**src/rtl/imem_port_arbiter_if.sv**
```systemverilog
// Bus bundle between the two imem requesters, the arbiter and the
// single-port instruction memory.
// The slave modport is the arbiter's view. The master modport is the view of
// the environment that drives requests and models the memory.
interface imem_port_arbiter_if #(
    parameter int unsigned ADDR_WIDTH = 32,
    parameter int unsigned DATA_WIDTH = 32,
    parameter int unsigned MEM_WORDS  = 1024
);
    localparam int unsigned IDX_W = $clog2(MEM_WORDS);

    // fetch requester (read-only)
    logic                  fetch_req_valid_i;
    logic                  fetch_req_ready_o;
    logic [ADDR_WIDTH-1:0] fetch_addr_i;
    logic                  fetch_flush_i;
    logic                  fetch_rsp_valid_o;
    logic [DATA_WIDTH-1:0] fetch_rsp_instr_o;
    logic                  fetch_rsp_err_o;

    // loader / debug requester (read/write)
    logic                  ld_req_valid_i;
    logic                  ld_req_ready_o;
    logic                  ld_we_i;
    logic [ADDR_WIDTH-1:0] ld_addr_i;
    logic [DATA_WIDTH-1:0] ld_wdata_i;
    logic                  ld_lock_i;
    logic                  ld_rsp_valid_o;
    logic [DATA_WIDTH-1:0] ld_rsp_rdata_o;
    logic                  ld_rsp_err_o;

    // single-port synchronous memory
    logic                  mem_en_o;
    logic                  mem_we_o;
    logic [IDX_W-1:0]      mem_widx_o;
    logic [DATA_WIDTH-1:0] mem_wdata_o;
    logic [DATA_WIDTH-1:0] mem_rdata_i;

    modport slave (
        input  fetch_req_valid_i, fetch_addr_i, fetch_flush_i,
        output fetch_req_ready_o, fetch_rsp_valid_o, fetch_rsp_instr_o, fetch_rsp_err_o,
        input  ld_req_valid_i, ld_we_i, ld_addr_i, ld_wdata_i, ld_lock_i,
        output ld_req_ready_o, ld_rsp_valid_o, ld_rsp_rdata_o, ld_rsp_err_o,
        output mem_en_o, mem_we_o, mem_widx_o, mem_wdata_o,
        input  mem_rdata_i
    );

    modport master (
        output fetch_req_valid_i, fetch_addr_i, fetch_flush_i,
        input  fetch_req_ready_o, fetch_rsp_valid_o, fetch_rsp_instr_o, fetch_rsp_err_o,
        output ld_req_valid_i, ld_we_i, ld_addr_i, ld_wdata_i, ld_lock_i,
        input  ld_req_ready_o, ld_rsp_valid_o, ld_rsp_rdata_o, ld_rsp_err_o,
        input  mem_en_o, mem_we_o, mem_widx_o, mem_wdata_o,
        output mem_rdata_i
    );
endinterface

```
**src/rtl/imem_port_arbiter.sv**
```systemverilog
// imem_port_arbiter: shares one single-port synchronous instruction memory
// between the core fetch unit (read-only) and a loader/debug port (read/write).
//  - Fetch has fixed priority. A loader that is denied STARVE_LIMIT cycles in a
//    row is forced through on the next cycle.
//  - ld_lock_i (program-load mode) shuts fetch out completely.
//  - The response is produced one cycle after the grant. The owner and fault
//    status are registered at the grant. The data comes from the memory read
//    port in the response cycle.
//  - A misaligned or out-of-range access is accepted but never reaches the
//    memory. A faulting fetch returns NOP_INSTR.
// Optional build macro: IMEM_ARB_PERF_EN adds fetch grant, loader grant and
// fetch stall event counters. Without it the perf ports are tied to zero.
module imem_port_arbiter #(
    parameter int unsigned           ADDR_WIDTH   = 32,
    parameter int unsigned           DATA_WIDTH   = 32,
    parameter int unsigned           MEM_WORDS    = 1024,
    parameter int unsigned           STARVE_LIMIT = 8,
    parameter logic [DATA_WIDTH-1:0] NOP_INSTR    = 32'h0000_0013
) (
    input  logic                clk,
    input  logic                rst_n,
    imem_port_arbiter_if.slave  bus,
    output logic [31:0]         perf_fetch_grants_o,
    output logic [31:0]         perf_ld_grants_o,
    output logic [31:0]         perf_fetch_stall_o
);

    localparam int unsigned           IDX_W       = $clog2(MEM_WORDS);
    localparam logic [ADDR_WIDTH-1:0] MEM_WORDS_A = ADDR_WIDTH'(MEM_WORDS);
    localparam logic [7:0]            STARVE_MAX  = 8'(STARVE_LIMIT);

    typedef enum logic [1:0] {
        OWN_NONE  = 2'd0,
        OWN_FETCH = 2'd1,
        OWN_LD    = 2'd2
    } owner_e;

    // True when a byte address is word aligned and maps inside the memory.
    // The range test runs on the whole shifted address, so high bits never
    // alias back onto a valid word.
    function automatic logic addr_ok(input logic [ADDR_WIDTH-1:0] addr);
        logic aligned;
        logic in_range;
        aligned  = (addr[1:0] == 2'b00);
        in_range = ((addr >> 2) < MEM_WORDS_A);
        return aligned && in_range;
    endfunction

    // arbitration
    logic                  fetch_elig_s;
    logic                  starve_full_s;
    logic                  grant_fetch_s;
    logic                  grant_ld_s;
    logic                  grant_any_s;
    logic [ADDR_WIDTH-1:0] sel_addr_s;
    logic                  sel_ok_s;

    // state
    logic [7:0]            starve_d, starve_q;
    owner_e                owner_d, owner_q;
    logic                  fault_d, fault_q;
    logic                  wr_d, wr_q;

    // Grant selection. There is at most one winner per cycle, and no grant while in reset.
    always_comb begin
        fetch_elig_s  = bus.fetch_req_valid_i && !bus.fetch_flush_i && !bus.ld_lock_i;
        starve_full_s = (starve_q == STARVE_MAX);
        grant_fetch_s = 1'b0;
        grant_ld_s    = 1'b0;
        if (!rst_n) begin
            grant_fetch_s = 1'b0;
            grant_ld_s    = 1'b0;
        end else if (bus.ld_lock_i) begin
            grant_ld_s    = bus.ld_req_valid_i;
        end else if (starve_full_s && bus.ld_req_valid_i) begin
            grant_ld_s    = 1'b1;
        end else if (fetch_elig_s) begin
            grant_fetch_s = 1'b1;
        end else begin
            grant_ld_s    = bus.ld_req_valid_i;
        end
        grant_any_s = grant_fetch_s || grant_ld_s;
    end

    // Address check on the winning request and memory port drive.
    // A faulting access is accepted but never enables the memory.
    always_comb begin
        if (grant_ld_s) begin
            sel_addr_s = bus.ld_addr_i;
        end else begin
            sel_addr_s = bus.fetch_addr_i;
        end
        sel_ok_s = addr_ok(sel_addr_s);

        bus.fetch_req_ready_o = grant_fetch_s;
        bus.ld_req_ready_o    = grant_ld_s;
        bus.mem_en_o          = grant_any_s && sel_ok_s;
        bus.mem_we_o          = grant_ld_s && sel_ok_s && bus.ld_we_i;
        if (bus.mem_en_o) begin
            bus.mem_widx_o = sel_addr_s[IDX_W+1:2];
        end else begin
            bus.mem_widx_o = {IDX_W{1'b0}};
        end
        if (bus.mem_we_o) begin
            bus.mem_wdata_o = bus.ld_wdata_i;
        end else begin
            bus.mem_wdata_o = {DATA_WIDTH{1'b0}};
        end
    end

    // Next state for the starvation counter and the response stage.
    // The counter runs while the loader waits. It saturates at the limit and
    // restarts as soon as the loader is served or withdraws its request.
    always_comb begin
        if (!bus.ld_req_valid_i || grant_ld_s) begin
            starve_d = 8'd0;
        end else if (starve_full_s) begin
            starve_d = starve_q;
        end else begin
            starve_d = starve_q + 8'd1;
        end

        if (grant_fetch_s) begin
            owner_d = OWN_FETCH;
        end else if (grant_ld_s) begin
            owner_d = OWN_LD;
        end else begin
            owner_d = OWN_NONE;
        end
        fault_d = grant_any_s && !sel_ok_s;
        wr_d    = grant_ld_s && bus.ld_we_i;
    end

    // Registered starvation counter and response-stage owner/status.
    always_ff @(posedge clk) begin
        if (!rst_n) begin
            starve_q <= 8'd0;
            owner_q  <= OWN_NONE;
            fault_q  <= 1'b0;
            wr_q     <= 1'b0;
        end else begin
            starve_q <= starve_d;
            owner_q  <= owner_d;
            fault_q  <= fault_d;
            wr_q     <= wr_d;
        end
    end

    // Response outputs, built from the registered stage and the memory read data.
    // A flush in the response cycle kills only a fetch response.
    always_comb begin
        bus.fetch_rsp_valid_o = rst_n && (owner_q == OWN_FETCH) && !bus.fetch_flush_i;
        bus.fetch_rsp_err_o   = bus.fetch_rsp_valid_o && fault_q;
        if (rst_n && (owner_q == OWN_FETCH)) begin
            if (fault_q) begin
                bus.fetch_rsp_instr_o = NOP_INSTR;
            end else begin
                bus.fetch_rsp_instr_o = bus.mem_rdata_i;
            end
        end else begin
            bus.fetch_rsp_instr_o = {DATA_WIDTH{1'b0}};
        end

        bus.ld_rsp_valid_o = rst_n && (owner_q == OWN_LD);
        bus.ld_rsp_err_o   = bus.ld_rsp_valid_o && fault_q;
        if (bus.ld_rsp_valid_o && !fault_q && !wr_q) begin
            bus.ld_rsp_rdata_o = bus.mem_rdata_i;
        end else begin
            bus.ld_rsp_rdata_o = {DATA_WIDTH{1'b0}};
        end
    end

`ifdef IMEM_ARB_PERF_EN
    logic [31:0] perf_fg_d, perf_fg_q;
    logic [31:0] perf_lg_d, perf_lg_q;
    logic [31:0] perf_st_d, perf_st_q;

    // Event counter increments. All three wrap naturally on overflow.
    always_comb begin
        perf_fg_d = perf_fg_q + {31'd0, grant_fetch_s};
        perf_lg_d = perf_lg_q + {31'd0, grant_ld_s};
        perf_st_d = perf_st_q + {31'd0, (bus.fetch_req_valid_i && !grant_fetch_s)};
    end

    // Event counter registers.
    always_ff @(posedge clk) begin
        if (!rst_n) begin
            perf_fg_q <= 32'd0;
            perf_lg_q <= 32'd0;
            perf_st_q <= 32'd0;
        end else begin
            perf_fg_q <= perf_fg_d;
            perf_lg_q <= perf_lg_d;
            perf_st_q <= perf_st_d;
        end
    end

    // Counter outputs.
    always_comb begin
        perf_fetch_grants_o = perf_fg_q;
        perf_ld_grants_o    = perf_lg_q;
        perf_fetch_stall_o  = perf_st_q;
    end
`else
    // Perf ports are present but constant when counters are not built.
    always_comb begin
        perf_fetch_grants_o = 32'd0;
        perf_ld_grants_o    = 32'd0;
        perf_fetch_stall_o  = 32'd0;
    end
`endif

endmodule

```
**src/flat_wrapper.sv**
```systemverilog
// flat-port wrapper written by rule: the top's interface ports become plain ports
module imem_port_arbiter_flat 
#(
    parameter int unsigned           ADDR_WIDTH   = 32,
    parameter int unsigned           DATA_WIDTH   = 32,
    parameter int unsigned           MEM_WORDS    = 1024,
    parameter int unsigned           STARVE_LIMIT = 8,
    parameter logic [DATA_WIDTH-1:0] NOP_INSTR    = 32'h0000_0013
)
  (clk, rst_n, perf_fetch_grants_o, perf_ld_grants_o, perf_fetch_stall_o, bus_fetch_req_valid_i, bus_fetch_addr_i, bus_fetch_flush_i, bus_fetch_req_ready_o, bus_fetch_rsp_valid_o, bus_fetch_rsp_instr_o, bus_fetch_rsp_err_o, bus_ld_req_valid_i, bus_ld_we_i, bus_ld_addr_i, bus_ld_wdata_i, bus_ld_lock_i, bus_ld_req_ready_o, bus_ld_rsp_valid_o, bus_ld_rsp_rdata_o, bus_ld_rsp_err_o, bus_mem_en_o, bus_mem_we_o, bus_mem_widx_o, bus_mem_wdata_o, bus_mem_rdata_i);
  imem_port_arbiter_if #(.ADDR_WIDTH(ADDR_WIDTH), .DATA_WIDTH(DATA_WIDTH), .MEM_WORDS(MEM_WORDS)) bus_i ();
  input  logic clk;
  input  logic rst_n;
  output logic [31:0] perf_fetch_grants_o;
  output logic [31:0] perf_ld_grants_o;
  output logic [31:0] perf_fetch_stall_o;
  input wire logic [$bits(bus_i.fetch_req_valid_i)-1:0] bus_fetch_req_valid_i;
  input wire logic [$bits(bus_i.fetch_addr_i)-1:0] bus_fetch_addr_i;
  input wire logic [$bits(bus_i.fetch_flush_i)-1:0] bus_fetch_flush_i;
  output wire logic [$bits(bus_i.fetch_req_ready_o)-1:0] bus_fetch_req_ready_o;
  output wire logic [$bits(bus_i.fetch_rsp_valid_o)-1:0] bus_fetch_rsp_valid_o;
  output wire logic [$bits(bus_i.fetch_rsp_instr_o)-1:0] bus_fetch_rsp_instr_o;
  output wire logic [$bits(bus_i.fetch_rsp_err_o)-1:0] bus_fetch_rsp_err_o;
  input wire logic [$bits(bus_i.ld_req_valid_i)-1:0] bus_ld_req_valid_i;
  input wire logic [$bits(bus_i.ld_we_i)-1:0] bus_ld_we_i;
  input wire logic [$bits(bus_i.ld_addr_i)-1:0] bus_ld_addr_i;
  input wire logic [$bits(bus_i.ld_wdata_i)-1:0] bus_ld_wdata_i;
  input wire logic [$bits(bus_i.ld_lock_i)-1:0] bus_ld_lock_i;
  output wire logic [$bits(bus_i.ld_req_ready_o)-1:0] bus_ld_req_ready_o;
  output wire logic [$bits(bus_i.ld_rsp_valid_o)-1:0] bus_ld_rsp_valid_o;
  output wire logic [$bits(bus_i.ld_rsp_rdata_o)-1:0] bus_ld_rsp_rdata_o;
  output wire logic [$bits(bus_i.ld_rsp_err_o)-1:0] bus_ld_rsp_err_o;
  output wire logic [$bits(bus_i.mem_en_o)-1:0] bus_mem_en_o;
  output wire logic [$bits(bus_i.mem_we_o)-1:0] bus_mem_we_o;
  output wire logic [$bits(bus_i.mem_widx_o)-1:0] bus_mem_widx_o;
  output wire logic [$bits(bus_i.mem_wdata_o)-1:0] bus_mem_wdata_o;
  input wire logic [$bits(bus_i.mem_rdata_i)-1:0] bus_mem_rdata_i;
  assign bus_i.fetch_req_valid_i = bus_fetch_req_valid_i;
  assign bus_i.fetch_addr_i = bus_fetch_addr_i;
  assign bus_i.fetch_flush_i = bus_fetch_flush_i;
  assign bus_fetch_req_ready_o = bus_i.fetch_req_ready_o;
  assign bus_fetch_rsp_valid_o = bus_i.fetch_rsp_valid_o;
  assign bus_fetch_rsp_instr_o = bus_i.fetch_rsp_instr_o;
  assign bus_fetch_rsp_err_o = bus_i.fetch_rsp_err_o;
  assign bus_i.ld_req_valid_i = bus_ld_req_valid_i;
  assign bus_i.ld_we_i = bus_ld_we_i;
  assign bus_i.ld_addr_i = bus_ld_addr_i;
  assign bus_i.ld_wdata_i = bus_ld_wdata_i;
  assign bus_i.ld_lock_i = bus_ld_lock_i;
  assign bus_ld_req_ready_o = bus_i.ld_req_ready_o;
  assign bus_ld_rsp_valid_o = bus_i.ld_rsp_valid_o;
  assign bus_ld_rsp_rdata_o = bus_i.ld_rsp_rdata_o;
  assign bus_ld_rsp_err_o = bus_i.ld_rsp_err_o;
  assign bus_mem_en_o = bus_i.mem_en_o;
  assign bus_mem_we_o = bus_i.mem_we_o;
  assign bus_mem_widx_o = bus_i.mem_widx_o;
  assign bus_mem_wdata_o = bus_i.mem_wdata_o;
  assign bus_i.mem_rdata_i = bus_mem_rdata_i;
  imem_port_arbiter #(.ADDR_WIDTH(ADDR_WIDTH), .DATA_WIDTH(DATA_WIDTH), .MEM_WORDS(MEM_WORDS), .STARVE_LIMIT(STARVE_LIMIT), .NOP_INSTR(NOP_INSTR)) u_core (.clk(clk), .rst_n(rst_n), .bus(bus_i), .perf_fetch_grants_o(perf_fetch_grants_o), .perf_ld_grants_o(perf_ld_grants_o), .perf_fetch_stall_o(perf_fetch_stall_o));
endmodule
```
**config.mk**
```make
export PLATFORM = sky130hd
export DESIGN_NAME = imem_port_arbiter_flat
export DESIGN_NICKNAME = d
export VERILOG_FILES = /design/src/rtl/imem_port_arbiter_if.sv /design/src/rtl/imem_port_arbiter.sv /design/src/flat_wrapper.sv
export SDC_FILE = /design/constraint.sdc
export NUM_CORES = 1
export LEC_CHECK = 0
export BUFFER_PORTS_ARGS = -buffer_cell sky130_fd_sc_hd__buf_2
export CAP_MARGIN = 25
export CORE_AREA = 2 2 133 135
export CTS_BUF_LIST = sky130_fd_sc_hd__clkbuf_8
export DETAILED_ROUTE_END_ITERATION = 10
export DIE_AREA = 0 0 135 137
export GPL_TIMING_DRIVEN = 0
export HOLD_SLACK_MARGIN = 0.06
export PLACE_DENSITY = 0.55
export SLEW_MARGIN = 5
export SYNTH_ARGS = -nofsm -noshare
export SYNTH_HDL_FRONTEND = slang
export SYNTH_SLANG_ARGS = --single-unit
```
**constraint.sdc**
```tcl
create_clock -name clk -period 3.3 [get_ports clk]
set_clock_uncertainty 0.05 [all_clocks]
set_input_delay 0.66 -clock clk [delete_from_list [all_inputs] [get_ports clk]]
set_output_delay 0.66 -clock clk [all_outputs]
set_load 0.05 [all_outputs]
```
# After elaboration in Yosys (flattened, before gate mapping)
# Cells that the tools add are included.
dict set report totals {
  ff_bits 12
  latchBits 0
  ram_bits 0
  rom_bits 0
  output_inout_bits 210
  memories 0
}
dict set report classes {
  add_sub_neg 1
  mul 0
  div 0
  n_lt_le_gt_ge 1
  eq_ne 3
  shifts 0
  n_mux 16
  bitwise_logic 1
  reduce_logical 27
}
# op n
set op_table {}
lappend op_table {{2-to-1 mux 32 bit} 5}
lappend op_table {{< comparator 30 x 11 -> 1 bit, second input constant} 1}
lappend op_table {{logical AND 1 bit} 16}
lappend op_table {{2-to-1 mux 10 bit} 1}
lappend op_table {{2-to-1 mux 1 bit} 9}
lappend op_table {{adder 8 x 1 -> 8 bit, second input constant} 1}
lappend op_table {{== test 8 x 4 -> 1 bit, second input constant} 1}
lappend op_table {{logical NOT 1 bit} 6}
lappend op_table {{OR reduction 2 bit} 2}
lappend op_table {{== test 2 x 1 -> 1 bit, second input constant} 1}
lappend op_table {{== test 2 bit, second input constant} 1}
lappend op_table {{logical NOT 2 bit} 1}
lappend op_table {{logical OR 1 bit} 2}
lappend op_table {{2-to-1 mux 2 bit} 1}
lappend op_table {{inverter 1 bit} 1}

# Logic depth before layout (Yosys ltp)
dict set report logic_depth {
  ltp_word 13
  mapped_depth 8
}

# Worst setup path after synthesis
# Ideal clock, no wire load.
dict set report synth_path {
  path_kind {in2out}
  from {in bus_fetch_flush_i}
  to {out bus_mem_widx_o[0]}
  t_arrival_ns 2.854
  path_slack_ns -0.264
  stages 6
  path_cell_list {nor3b_1 -> o311a_1 -> nor2b_1 -> o22ai_1 -> buf_6 -> a21oi_1}
}
# element line_no
set synth_rtl {}
lappend synth_rtl {{from (decl)} flat_wrapper.sv:19} ;# input wire logic [$bits(bus_i.fetch_flush_i)-1:0] bus_fetch_flush_i;
lappend synth_rtl {{logical NOT 1 bit} imem_port_arbiter.sv:66} ;# fetch_elig_s = bus.fetch_req_valid_i && !bus.fetch_flush_i && !bus.ld_lock_i;
lappend synth_rtl {{logical AND 1 bit (2 in a row)} imem_port_arbiter.sv:66}
lappend synth_rtl {{2-to-1 mux 1 bit} imem_port_arbiter.sv:77} ;# end else if (fetch_elig_s) begin
lappend synth_rtl {{2-to-1 mux 1 bit} imem_port_arbiter.sv:75} ;# end else if (starve_full_s && bus.ld_req_valid_i) begin
lappend synth_rtl {{2-to-1 mux 1 bit} imem_port_arbiter.sv:73} ;# end else if (bus.ld_lock_i) begin
lappend synth_rtl {{2-to-1 mux 1 bit} imem_port_arbiter.sv:70} ;# if (!rst_n) begin
lappend synth_rtl {{named net bus_fetch_req_ready_o} flat_wrapper.sv:20} ;# output wire logic [$bits(bus_i.fetch_req_ready_o)-1:0] bus_fetch_req_ready_o;
lappend synth_rtl {{logical OR 1 bit} imem_port_arbiter.sv:82} ;# grant_any_s = grant_fetch_s || grant_ld_s;
lappend synth_rtl {{logical AND 1 bit} imem_port_arbiter.sv:97} ;# bus.mem_en_o = grant_any_s && sel_ok_s;
lappend synth_rtl {{2-to-1 mux 10 bit} imem_port_arbiter.sv:99} ;# if (bus.mem_en_o) begin
lappend synth_rtl {{to (decl)} flat_wrapper.sv:35} ;# output wire logic [$bits(bus_i.mem_widx_o)-1:0] bus_mem_widx_o;
# The timed path passes the listed nets, and every way through them passes these cells.

# Worst setup path in the final report
dict set report layout_path {
  from {reg u_core.starve_q[1]}
  to {out bus_mem_wdata_o[25]}
}
dict set report layout_between {
  elab_chain_len 11
}
# element line_no
set layout_lines {}
lappend layout_lines {{from (decl)} imem_port_arbiter.sv:59} ;# logic [7:0] starve_d, starve_q;
lappend layout_lines {{from (signal assigned)} imem_port_arbiter.sv:142} ;# starve_q <= starve_d;
lappend layout_lines {{== test 8 x 4 -> 1 bit (*)} imem_port_arbiter.sv:67} ;# starve_full_s = (starve_q == STARVE_MAX);
lappend layout_lines {{logical AND 1 bit (*)} imem_port_arbiter.sv:75}
lappend layout_lines {{2-to-1 mux 1 bit (*)} imem_port_arbiter.sv:75}
lappend layout_lines {{2-to-1 mux 1 bit (*)} imem_port_arbiter.sv:73}
lappend layout_lines {{2-to-1 mux 1 bit (*)} imem_port_arbiter.sv:70}
lappend layout_lines {{2-to-1 mux 32 bit} imem_port_arbiter.sv:88} ;# if (grant_ld_s) begin
lappend layout_lines {{< comparator 30 x 11 -> 1 bit / logical NOT 2 bit (equally long branches)} {imem_port_arbiter.sv:45, imem_port_arbiter.sv:44}}
lappend layout_lines {{logical AND 1 bit} imem_port_arbiter.sv:46} ;# return aligned && in_range;
lappend layout_lines {{logical AND 1 bit (*) (2 in a row)} imem_port_arbiter.sv:98} ;# bus.mem_we_o = grant_ld_s && sel_ok_s && bus.ld_we_i;
lappend layout_lines {{2-to-1 mux 32 bit (*)} imem_port_arbiter.sv:104} ;# if (bus.mem_we_o) begin
lappend layout_lines {{to (decl)} flat_wrapper.sv:36} ;# output wire logic [$bits(bus_i.mem_wdata_o)-1:0] bus_mem_wdata_o;
# Every way passes the cells marked *; elsewhere a longest branch is shown, timed or not.

==> out/metrics.cfg <==
[yosys]
syn_inst = 325
ys_async_sr_fraction_pct = 0
synth_edf_count = 0
ys_types = 36
synth-seq-area-share_pct = 10.52
postSynthAreaPerCell_um2 = 7.026
yosys_register_bits = 12
netlist_area_mm2 = 0.002283
synth_warnings = 0
ys.flop_type = dfxtp_1

[cts]
cts_max_path_buffers = 2
clk_latency_ns = 0.24
clk_pin_slew_worst_paths_ns = 0.05
holdBufCountCts = 0
numCtsBuffers = 3
htreeDepth = 1
cts.sinks = 12
cts_root_buf = clkbuf_8
cts_tree = built

[worst_setup_path]
crit_arrival_ns = 2.54
critPathRequiredTime_ns = 2.59
path_class = flop to output port
path_max_fanout = 10
startpoint_type = flop
end_kind = output port

[place]
numPortBuffers = 248
dpl.hpwl_mm = 8.783
post-place-ws_ns = -0.2431
gp_congestion = 0.9032

[grt]
grt_use_total_pct = 9.205
grt_pass1_vias = 2531
grt_max_degree = 11
gr-total-overflow = 0
grt_pass1_wl_mm = 13.48
antenna_found_initial = 0

[drt]
firstDrtPassIters = 4
wl_per_cell_um = 11.68
drt-total-wl_mm = 10.54
final_antenna_net_count = 0
vias_per_cell = 3.341
drcViolationCount = 0
vias = 3014
drt_iter0_markers = 72

[layout]
regArea_um2 = 242.7
multiInputGateArea_mm2 = 0.001697
fin_nets = 815
layout-drive-gt1-share_pct = 60.41
area_delta_synth_final_pct = 104.4
fillCellCount = 1849
diodes = 0

[floorplanning]
core_mm2 = 0.01706
ioPinCount = 345
die_h_um = 137
dieWidth_um = 135
rows = 48
start_util_pct = 13.39
die_area_mm2 = 0.01850

[sta]
rsz0062_at_grt = yes
slew_headroom_pct = 51.43
fin_crit_sh_pct = 98.40
holdWs_ns = 0.3904
layout_min_cycle_time_ns = 3.247
final-hold-violation-count = 0
max_freq_ghz = 0.3079
tightest_slew_ns = 0.7225
setup_viol_count_final = 0
fin_ws_ns = 0.05270
slew_viol_final = 0

[run]
drv_cap = 0

[pwr]
p_leak_nw = 2.772
powerDensity_mw_per_mm2 = 180.5
ir_drop_mv = 0.1601
power_w = 0.0008425

[hold_path]
hold_class = flop to flop

[run_status]
run_status = finished clean

==> critical path, cell delays in order (launching register included) <==
cell and delay [ns]:
dfxtp_2 0.33, inv_2 0.07, ha_4 0.12, or4b_4 0.49
o21a_4 0.27, nor4_4 0.15, and4_4 0.35, buf_6 0.16
and2_2 0.18, buf_6 0.16
==> cell usage in the layout, fill, tap and decap left out, types with 4 or more instances in the layout <==
| master | n |
|---|---|
| a21oi_1 | 5 |
| a21oi_2 | 6 |
| and2_1 | 70 |
| and2_2 | 8 |
| and2_4 | 18 |
| buf_2 | 209 |
| buf_4 | 108 |
| buf_6 | 14 |
| buf_8 | 21 |
| clkbuf_1 | 6 |
| clkbuf_8 | 4 |
| conb_1 | 96 |
| dfxtp_1 | 10 |
| nand2_1 | 17 |
| nand3_1 | 4 |
| nor2_1 | 17 |
| nor4_1 | 10 |
| o21ai_0 | 12 |
| xor2_1 | 4 |
==> logic make-up after synthesis <==
logic type,after synthesis,synth area share (%)
xor+xnor,6,2.301
fa+ha+maj,2,1.096
buf+inv,113,35.73
compound gates,30,7.945
simple gates,161,42.25
flops,12,10.52
other cells,1,0.1642
==> synthesized netlist by cell type, types with 2 or more instances <==
cell type | number | area (um2)
inv_1 | 4 | 15.01
clkbuf_1 | 8 | 30.03
xnor2_1 | 2 | 17.52
nand3_1 | 4 | 20.02
buf_6 | 4 | 45.04
and3_1 | 3 | 18.77
xor2_1 | 4 | 35.03
nor2b_1 | 2 | 12.51
a21oi_1 | 11 | 55.05
nor2_1 | 18 | 67.56
nor4_1 | 11 | 68.82
dfxtp_1 | 12 | 240.2
ha_1 | 2 | 25.02
nand2_1 | 17 | 63.81
and2_2 | 10 | 75.07
and2_1 | 86 | 538.0
o22ai_1 | 2 | 12.51
o21ai_0 | 12 | 60.06
buf_4 | 96 | 720.7
==> power breakdown <==
group          switching [W]  internal, W
Clock              0.0000557     0.000105
Sequential        0.00000366     0.000148
Combinational       0.000368     0.000163
==> path summary, 6_finish.rpt <==
path / startpoint / to / slack [ns] / cells after the start
worst max-delay path: u_core.starve_q[1]$_SDFFE_PP0P_ / bus_mem_wdata_o[25] / 0.05 / 9
worst min-delay path: u_core.starve_q[0]$_SDFFE_PP0P_ / u_core.starve_q[0]$_SDFFE_PP0P_ / 0.39 / 1
worst max register to register: u_core.starve_q[1]$_SDFFE_PP0P_ / u_core.fault_q$_SDFF_PN0_ / 1.25 / 8
worst min register to register: u_core.starve_q[0]$_SDFFE_PP0P_ / u_core.starve_q[0]$_SDFFE_PP0P_ / 0.39 / 1
==> flip-flops by register name, indices dropped and copies added (netlist names) <==
signal and flops:
u_core.owner_q 2, u_core.fault_q 1, u_core.starve_q 8, u_core.wr_q 1
==> metrics by stage <==
| stage | cell area [um2] | instances | TNS (ns) | util [%] |
|---|---|---|---|---|
| 6_report | 4668 | 902 | 0 | 27.37 |
| 5_1_grt | 4668 | 902 | -1.021 | 27.37 |
| 4_1_cts | 4337 | 898 | -0.01106 | 25.43 |
| 3_5_place_dp | 4169 | 893 | -2.131 | 24.44 |
| 3_3_place_gp | 4163 | 893 | -10.11 | 24.41 |
| 2_1_floorplan | 2640 | 420 | -2.515 | - |
==> routing by layer <==
layer	part of all wire, %	GRT usage [%]
met5	0	0
met4	0.17	0.8681
met3	9.0	1.444
met2	54	18.27
met1	37	10.65
==> area by class of cell <==
class | count | area share [%]
Timing Repair Buffer | 253 | 33.72
Inverter | 4 | 0.3216
Clock buffer | 4 | 1.179
Buffer | 109 | 17.21
Tap cell | 225 | 6.031
Sequential cell | 12 | 5.200
Multi-Input combinational cell | 295 | 36.34
==> repair_timing <==
| action | in CTS | in global routing |
|---|---|---|
| resized for setup | 40 | 95 |
| pin swaps | 1 | 12 |
| hold endpoints to repair | 0 | 0 |
| setup endpoints to repair | 40 | 54 |
| cloned | 0 | 2 |
| setup buffers | 1 | 2 |
No activity file was read; power rests on OpenSTA's default activity.
